==> src/rtl/uart_tx_cfg.sv <==
// Configurable UART transmitter: start bit, DATA_BITS data (LSB first), optional parity, STOP_BITS stop.
// Latency: accept edge to o_Done pulse is (1+DATA_BITS+P+STOP_BITS)*CLKS_PER_BIT+1 cycles (P=1 with parity).
// Backpressure: o_Ready is high only in IDLE; i_Transmit at any other time is dropped, never queued.
// Optional parity bit is compiled in by defining UART_TX_PARITY_EN.
module uart_tx_cfg #(
    parameter int CLKS_PER_BIT = 10417,
    parameter int DATA_BITS    = 8,
    parameter int STOP_BITS    = 1,
    parameter int PARITY_ODD   = 0
) (
    input  logic                 i_Clk,
    input  logic                 i_Rst_n,
    input  logic                 i_Transmit,
    input  logic [DATA_BITS-1:0] i_Data,
    output logic                 o_Ready,
    output logic                 o_Active,
    output logic                 o_TxD,
    output logic                 o_Done
);

    localparam int CNT_W = $clog2(CLKS_PER_BIT);
    localparam int IDX_W = $clog2(DATA_BITS);

    localparam logic [CNT_W-1:0] CNT_LAST  = CNT_W'(CLKS_PER_BIT - 1);
    localparam logic [IDX_W-1:0] IDX_LAST  = IDX_W'(DATA_BITS - 1);
    localparam logic [IDX_W-1:0] STOP_LAST = IDX_W'(STOP_BITS - 1);

    typedef enum logic [2:0] {
        S_IDLE   = 3'd0,
        S_START  = 3'd1,
        S_DATA   = 3'd2,
`ifdef UART_TX_PARITY_EN
        S_PARITY = 3'd3,
`endif
        S_STOP   = 3'd4,
        S_DONE   = 3'd5
    } state_e;

    state_e               state_q, state_d;
    logic [CNT_W-1:0]     cnt_q, cnt_d;
    logic [IDX_W-1:0]     idx_q, idx_d;
    logic [IDX_W-1:0]     idx_nxt;
    logic [DATA_BITS-1:0] shadow_q, shadow_d;
    logic                 tx_q, tx_d;
    logic                 done_q, done_d;
    logic                 ready_q, ready_d;
    logic                 active_q, active_d;
    logic                 bit_end;

    // bit_end marks the last cycle of the current bit period
    assign bit_end = (cnt_q == CNT_LAST);
    assign idx_nxt = idx_q + IDX_W'(1);

    // next-state, next-line-level and next-output computation
    always_comb begin
        state_d  = state_q;
        cnt_d    = cnt_q;
        idx_d    = idx_q;
        shadow_d = shadow_q;
        tx_d     = tx_q;
        case (state_q)
            S_IDLE: begin
                tx_d  = 1'b1;
                cnt_d = '0;
                idx_d = '0;
                if (i_Transmit) begin
                    shadow_d = i_Data;
                    state_d  = S_START;
                    tx_d     = 1'b0;
                end
            end
            S_START: begin
                if (bit_end) begin
                    cnt_d   = '0;
                    idx_d   = '0;
                    state_d = S_DATA;
                    tx_d    = shadow_q[0];
                end else begin
                    cnt_d = cnt_q + CNT_W'(1);
                end
            end
            S_DATA: begin
                if (bit_end) begin
                    cnt_d = '0;
                    if (idx_q == IDX_LAST) begin
                        idx_d = '0;
`ifdef UART_TX_PARITY_EN
                        state_d = S_PARITY;
                        tx_d    = (^shadow_q) ^ (PARITY_ODD != 0);
`else
                        state_d = S_STOP;
                        tx_d    = 1'b1;
`endif
                    end else begin
                        idx_d = idx_nxt;
                        tx_d  = shadow_q[idx_nxt];
                    end
                end else begin
                    cnt_d = cnt_q + CNT_W'(1);
                end
            end
`ifdef UART_TX_PARITY_EN
            S_PARITY: begin
                if (bit_end) begin
                    cnt_d   = '0;
                    idx_d   = '0;
                    state_d = S_STOP;
                    tx_d    = 1'b1;
                end else begin
                    cnt_d = cnt_q + CNT_W'(1);
                end
            end
`endif
            S_STOP: begin
                tx_d = 1'b1;
                if (bit_end) begin
                    cnt_d = '0;
                    if (idx_q == STOP_LAST) begin
                        idx_d   = '0;
                        state_d = S_DONE;
                    end else begin
                        idx_d = idx_nxt;
                    end
                end else begin
                    cnt_d = cnt_q + CNT_W'(1);
                end
            end
            S_DONE: begin
                tx_d    = 1'b1;
                cnt_d   = '0;
                idx_d   = '0;
                state_d = S_IDLE;
            end
            default: begin
                // unreachable encodings recover to a quiet idle line
                tx_d    = 1'b1;
                cnt_d   = '0;
                idx_d   = '0;
                state_d = S_IDLE;
            end
        endcase

        done_d   = (state_d == S_DONE);
        ready_d  = (state_d == S_IDLE);
`ifdef UART_TX_PARITY_EN
        active_d = (state_d == S_START) || (state_d == S_DATA) ||
                   (state_d == S_PARITY) || (state_d == S_STOP);
`else
        active_d = (state_d == S_START) || (state_d == S_DATA) || (state_d == S_STOP);
`endif
    end

    // state, counters, shadow data and registered outputs; reset idles the line at once
    always_ff @(posedge i_Clk or negedge i_Rst_n) begin
        if (!i_Rst_n) begin
            state_q  <= S_IDLE;
            cnt_q    <= '0;
            idx_q    <= '0;
            shadow_q <= '0;
            tx_q     <= 1'b1;
            done_q   <= 1'b0;
            ready_q  <= 1'b1;
            active_q <= 1'b0;
        end else begin
            state_q  <= state_d;
            cnt_q    <= cnt_d;
            idx_q    <= idx_d;
            shadow_q <= shadow_d;
            tx_q     <= tx_d;
            done_q   <= done_d;
            ready_q  <= ready_d;
            active_q <= active_d;
        end
    end

    assign o_TxD    = tx_q;
    assign o_Done   = done_q;
    assign o_Ready  = ready_q;
    assign o_Active = active_q;

endmodule

==> config.mk <==
export PLATFORM = sky130hd
export DESIGN_NAME = uart_tx_cfg
export DESIGN_NICKNAME = d
export VERILOG_FILES = /design/src/rtl/uart_tx_cfg.sv
export SDC_FILE = /design/constraint.sdc
export NUM_CORES = 1
export LEC_CHECK = 0
export BUFFER_PORTS_ARGS = -buffer_cell sky130_fd_sc_hd__buf_2
export CORE_AREA = 2 2 65 67
export CTS_CLUSTER_DIAMETER = 80
export CTS_CLUSTER_SIZE = 16
export DETAILED_ROUTE_END_ITERATION = 8
export DIE_AREA = 0 0 67 69
export SETUP_SLACK_MARGIN = 0.5
export SLEW_MARGIN = 15
export SYNTH_ARGS = -nofsm -noshare
export SYNTH_HDL_FRONTEND = slang
export SYNTH_SLANG_ARGS = --single-unit
==> constraint.sdc <==
create_clock -name i_Clk -period 2.9 [get_ports i_Clk]
set_input_delay 0.435 -clock i_Clk [delete_from_list [all_inputs] [get_ports i_Clk]]
set_output_delay 0.435 -clock i_Clk [all_outputs]
set_load 0.02 [all_outputs]
== After elaboration in Yosys (flattened, before gate mapping) ==
Index checks and enable logic that the tools add are counted.

* Eq/ne operators: 12
* Reduce and logical (&&, ||, !) cells: 9
* Mux-type cells: 22
* Magnitude comparators: 1
* Add/subtract/negate cells: 2

{| class="wikitable"
|+ Operators by type and width
! cell !! count
|-
| two-way mux 3 bit || 11
|-
| two-way mux 14 bit || 2
|-
| adder 14 x 1 -> 14 bit (second input constant) || 1
|-
| equality test 14 bit (second input constant) || 1
|-
| equality test 3 bit (second input constant) || 4
|-
| one-hot mux 3 bit (4 select lines) || 1
|-
| zero test 3 bit || 3
|-
| one-hot mux 3 bit (3 select lines) || 1
|-
| equality test 3 x 1 -> 1 bit (second input constant) || 2
|-
| equality test 3 x 2 -> 1 bit (second input constant) || 2
|-
| != test 2 bit (second input constant) || 3
|-
| two-way mux 1 bit || 5
|-
| less-than comparator 3 x 4 -> 1 bit (second input constant) || 1
|-
| AND reduction 2 bit || 2
|-
| adder 3 x 1 -> 3 bit (second input constant) || 1
|-
| binary-select mux 1 bit (select 3 bit) || 1
|-
| one-hot mux 1 bit (3 select lines) || 1
|-
| AND reduction 3 bit || 1
|-
| OR reduction 3 bit || 1
|-
| logical OR 1 bit || 2
|}

* Word-level logic and storage cells: 54
* Output and inout port bits: 4
* Bits in registers: 32
* Input port bits: 11

== Depth between registers and ports, before layout ==
* Word-level depth: 7
* Mapped depth: 8
* Depth with buffers taken out: 6

== Worst setup path after synthesis ==
OpenSTA, ideal clock, no wires.

* Kind: register to register
* Start: register cnt_q[0]
* End: register cnt_q[10]
* Stages on the path, launching flop included: 9
* Setup slack: 780 ps
* Data arrival time: 2,001 ps
* Buffers on the path: 2
* Setup time: 119 ps
* Data required time: 2,781 ps
* Clock period less this slack: 2,120 ps
* Cell sequence: dfrtp_1 inv_1 ha_1 or4b_1 or4_4 buf_6 nand2_2 buf_6 nor2_1

* Longest elaborated chain between the ends: 3
* Elaborated cells on any way between the ends: 4
* Classes of those cells: 1 x add/sub; 1 x eq/ne; 2 x mux

{| class="wikitable"
|+ RTL lines
! what !! RTL line !! source
|-
| start: declaration || 40 || <nowiki>logic [CNT_W-1:0] cnt_q, cnt_d;</nowiki>
|-
| start signal: assignment || 166 || <nowiki>cnt_q <= cnt_d;</nowiki>
|-
| adder 14 x 1 -> 14 bit / equality test 14 bit (equally long branches) || - ||
|-
| two-way mux 14 bit (*) || 73, 83, 116 ||
|-
| two-way mux 14 bit (*) || - ||
|-
| net cnt_d[10] || 40 ||
|}

Mark *: on every way through the listed nets, which the timed path passes. The rest lies on a longest branch.
A chain may end at the register's enable or synchronous reset.

== Worst setup path in the final report ==
* Start: register cnt_q[0]
* End: register idx_q[0]

* Longest elaborated chain between the ends: 3
* Elaborated cells on any way between the ends: 5
* Classes of those cells: 4 x eq/ne; 1 x reduce/logical

{| class="wikitable"
|+ RTL lines
! what !! RTL line !! source
|-
| equality test 14 bit (*) || 51 || <nowiki>assign bit_end = (cnt_q == CNT_LAST);</nowiki>
|-
| != test 2 bit (no source line) || - ||
|-
| AND reduction 3 bit (no source line) (*) || - ||
|-
| end signal: assignment || 167 || <nowiki>idx_q <= idx_d;</nowiki>
|-
| end: declaration || 41 || <nowiki>logic [IDX_W-1:0] idx_q, idx_d;</nowiki>
|}

Every way passes the cells marked *; elsewhere a longest branch is shown, timed or not.

==> results.cfg <==
[floorplan]
dieArea_mm2 = 0.00462
die_width_um = 67
initial_core_util_pct = 43.5
core_mm2 = 0.00391
io_pins = 15
die_height_um = 69
rows = 23

[synth]
synth_area_leaders = dfrtp_1 44%, mux2_2 6.6%, xnor2_1 5.1%
synthesis.area_mm2 = 0.00170
synth_edf_count = 0
synth_most_common_cell = dfrtp_1
synth_top_area_share_pct = 44.1
synth_cell_types = 42
synth_seq_area_share_pct = 47.2
synth_cells = 160
yosys_register_bits = 32
synth_common_cells = 30 x dfrtp_1, 17 x nor2_1, 10 x mux2_2, 10 x xnor2_1
synthesis.nets = 176
yosys_warnings = 0
synth_area_per_cell_um2 = 10.6
async_flop_share_pct = 100
yosysTopAreaCell = dfrtp_1
synth_flop_cell = dfrtp_1

[routing]
ant_nets = 0
detail_route.wl_per_cell_um = 13.6
wl_met1_um = 1420
dr_total_vias = 1192
drtPass1Iterations = 4
dr_wl_met3_um = 129
vias_per_cell = 5.30
dr_wl_met2_um = 1440
route.detailed.drc = 0
wl_um = 3050
top_layer = met4
drt_iter0_markers = 67

[setup_path]
ff2ff_path_depth = 6
critical_path.max_fanout = 16
startpoint_type = flop
r2r-end = idx_q[0]$_DFFE_PN0P_
r2r_setup_slack_ns = 0.64
critPathKind = flop to flop
crit_chain = inv_1 > ha_1 > or4b_1 > or4_4 > nand2_4 > mux2i_1
worstSetupEndpointType = flop
cp.required_ns = 3.11
cp_top_family = simple AND/OR/NAND/NOR gates
critPathBufInv = 1
cpMaxStageDelayCell = or4_4
cp_slowest_stage_delay_ns = 0.61
arrival_ns = 2.47
reg2reg_from = cnt_q[0]$_DFF_PN0_

[placement]
dp_hpwl_um = 2200
port_buffers = 14
gp_congestion = 0.796

[cells_and_area]
fin_nets = 190
antenna_cells = 0
fill_cells = 389
drive_above_1_share_pct = 23.4
syn2layout_area_growth_pct = 10.4
final_util_pct = 48.0

[clocking]
tritoncts = done
clk_path_buf_depth = 2
clk_latency_ns = 0.28
cts.htree.levels = 2
hold_buffers = 0
cts_buffers = 5
clock-sinks = 32
clkTransAtPathRegs_ns = 0.07
cts_root_buf = clkbuf_8

[global_routing]
overflow = 0
grt_pass1_wl_um = 5460
grt_antenna_before_repair = 0
grt_usage_pct = 15.6
grt_max_degree = 33
grt_pass1_vias = 1205

[pwr]
leakage_nw = 0.786
power_density_mw_per_mm2 = 429
power_w = 0.000805
vdd_drop_max_uv = 244

[timing]
layout_min_cycle_time_ns = 2.26
rsz0062_at_grt = no
relSlewSlack_pct = 44.3
fin_worst_skew_ns = 0.00684
tightest_slew_ns = 0.833
finalMaxSlewViolations = 0
finalSetupTns_ns = 0
fmax_ghz = 0.443
setup_viol = 0
hold_viol = 0
fin_crit_sh_pct = 77.9

[min_path]
hold_class = input pin to async pin

[run]
maxCapViolations = 0

[outcome]
status = finished, final reports clean
==> power by group <==
group / internal, W / leakage, nW / switching [W]
clock: 0.000168 / 0.0422 / 0.000157
sequential: 0.000452 / 0.406 / 0.00000287
combinational: 0.0000113 / 0.337 / 0.0000129
total: 0.000632 / 0.786 / 0.000173
==> sequential cells by signal (all words and copies together), names as in the netlist <==
name	flops
cnt_q	14
idx_q	3
o_Active	1
o_Done	1
o_Ready	1
o_TxD	1
shadow_q	8
state_q	3
==> timing repair <==
item                                    4_1_cts  5_1_grt
endpoints found under the setup margin        0        4
resized for setup                             0        1
setup buffers                                 0        0
==> cells by family after synthesis <==
kind of cell	count (synthesis)	synth area share [%]
simple gates	62	21.2
flops	32	47.2
compound gates	18	7.79
buf+inv	16	4.48
xor+xnor	14	7.21
mux	13	8.38
fa+ha+maj	5	3.68
==> worst register-to-register path, cell delays in order, from the launching register on <==
cell	delay, ns
dfrtp_1	0.44
inv_1	0.09
ha_1	0.13
or4b_1	0.47
or4_4	0.61
nand2_4	0.22
mux2i_1	0.22
==> worst max path at each step <==
stage	from	end	slack, ns	depth (start not counted)
after detailed placement	cnt_q[0]$_DFF_PN0_	idx_q[0]$_DFFE_PN0P_	0.54	6
final	cnt_q[0]$_DFF_PN0_	idx_q[0]$_DFFE_PN0P_	0.64	6
after global routing	cnt_q[0]$_DFF_PN0_	idx_q[1]$_DFFE_PN0P_	0.51	6
after CTS	cnt_q[0]$_DFF_PN0_	idx_q[0]$_DFFE_PN0P_	0.53	6
after global placement	cnt_q[0]$_DFF_PN0_	idx_q[1]$_DFFE_PN0P_	0.68	6
after floorplan	cnt_q[0]$_DFF_PN0_	cnt_q[10]$_DFF_PN0_	0.78	8
==> metal layers <==
| layer | vias up | global-route usage, % |
|---|---|---|
| li1 | 588 | - |
| met1 | 580 | 20.0 |
| met2 | 17 | 23.3 |
| met3 | 7 | 5.87 |
| met4 | 0 | 6.80 |
| met5 | - | 0 |
==> stage by stage <==
step | setup WS, ns | instance area [um2] | hold slack, ns | instances
after CTS | 0.528 | 1870 | 0.219 | 225
after floorplan | 0.780 | 1700 | 0.139 | 160
after detailed placement | 0.542 | 1790 | 0.489 | 217
final | 0.641 | 1880 | 0.186 | 225
after global routing | 0.506 | 1880 | 0.249 | 225
after global placement | 0.680 | 1790 | 0.487 | 217
==> area by class of cell <==
cell class | instances | area [um2] | area share, %
Clock buffer | 7 | 76.3 | 4.06
Clock inverter | 1 | 5.00 | 0.266
Inverter | 9 | 33.8 | 1.80
Multi-Input combinational cell | 112 | 827 | 44.0
Sequential cell | 32 | 803 | 42.8
Tap cell | 50 | 62.6 | 3.33
Timing Repair Buffer | 14 | 70.1 | 3.73
==> cell usage in the layout (no fill, tap or decap), drive strengths merged, types with 5 or more instances in the layout <==
cell    Yosys  final
xnor2      10     10
mux2       10     10
nand3       5      5
dfrtp      30     30
nand2      10     10
buf         3     14
inv         9      9
ha          5      5
nor2       17     17
clkbuf      4      7
(Power assumes the default switching activity.)
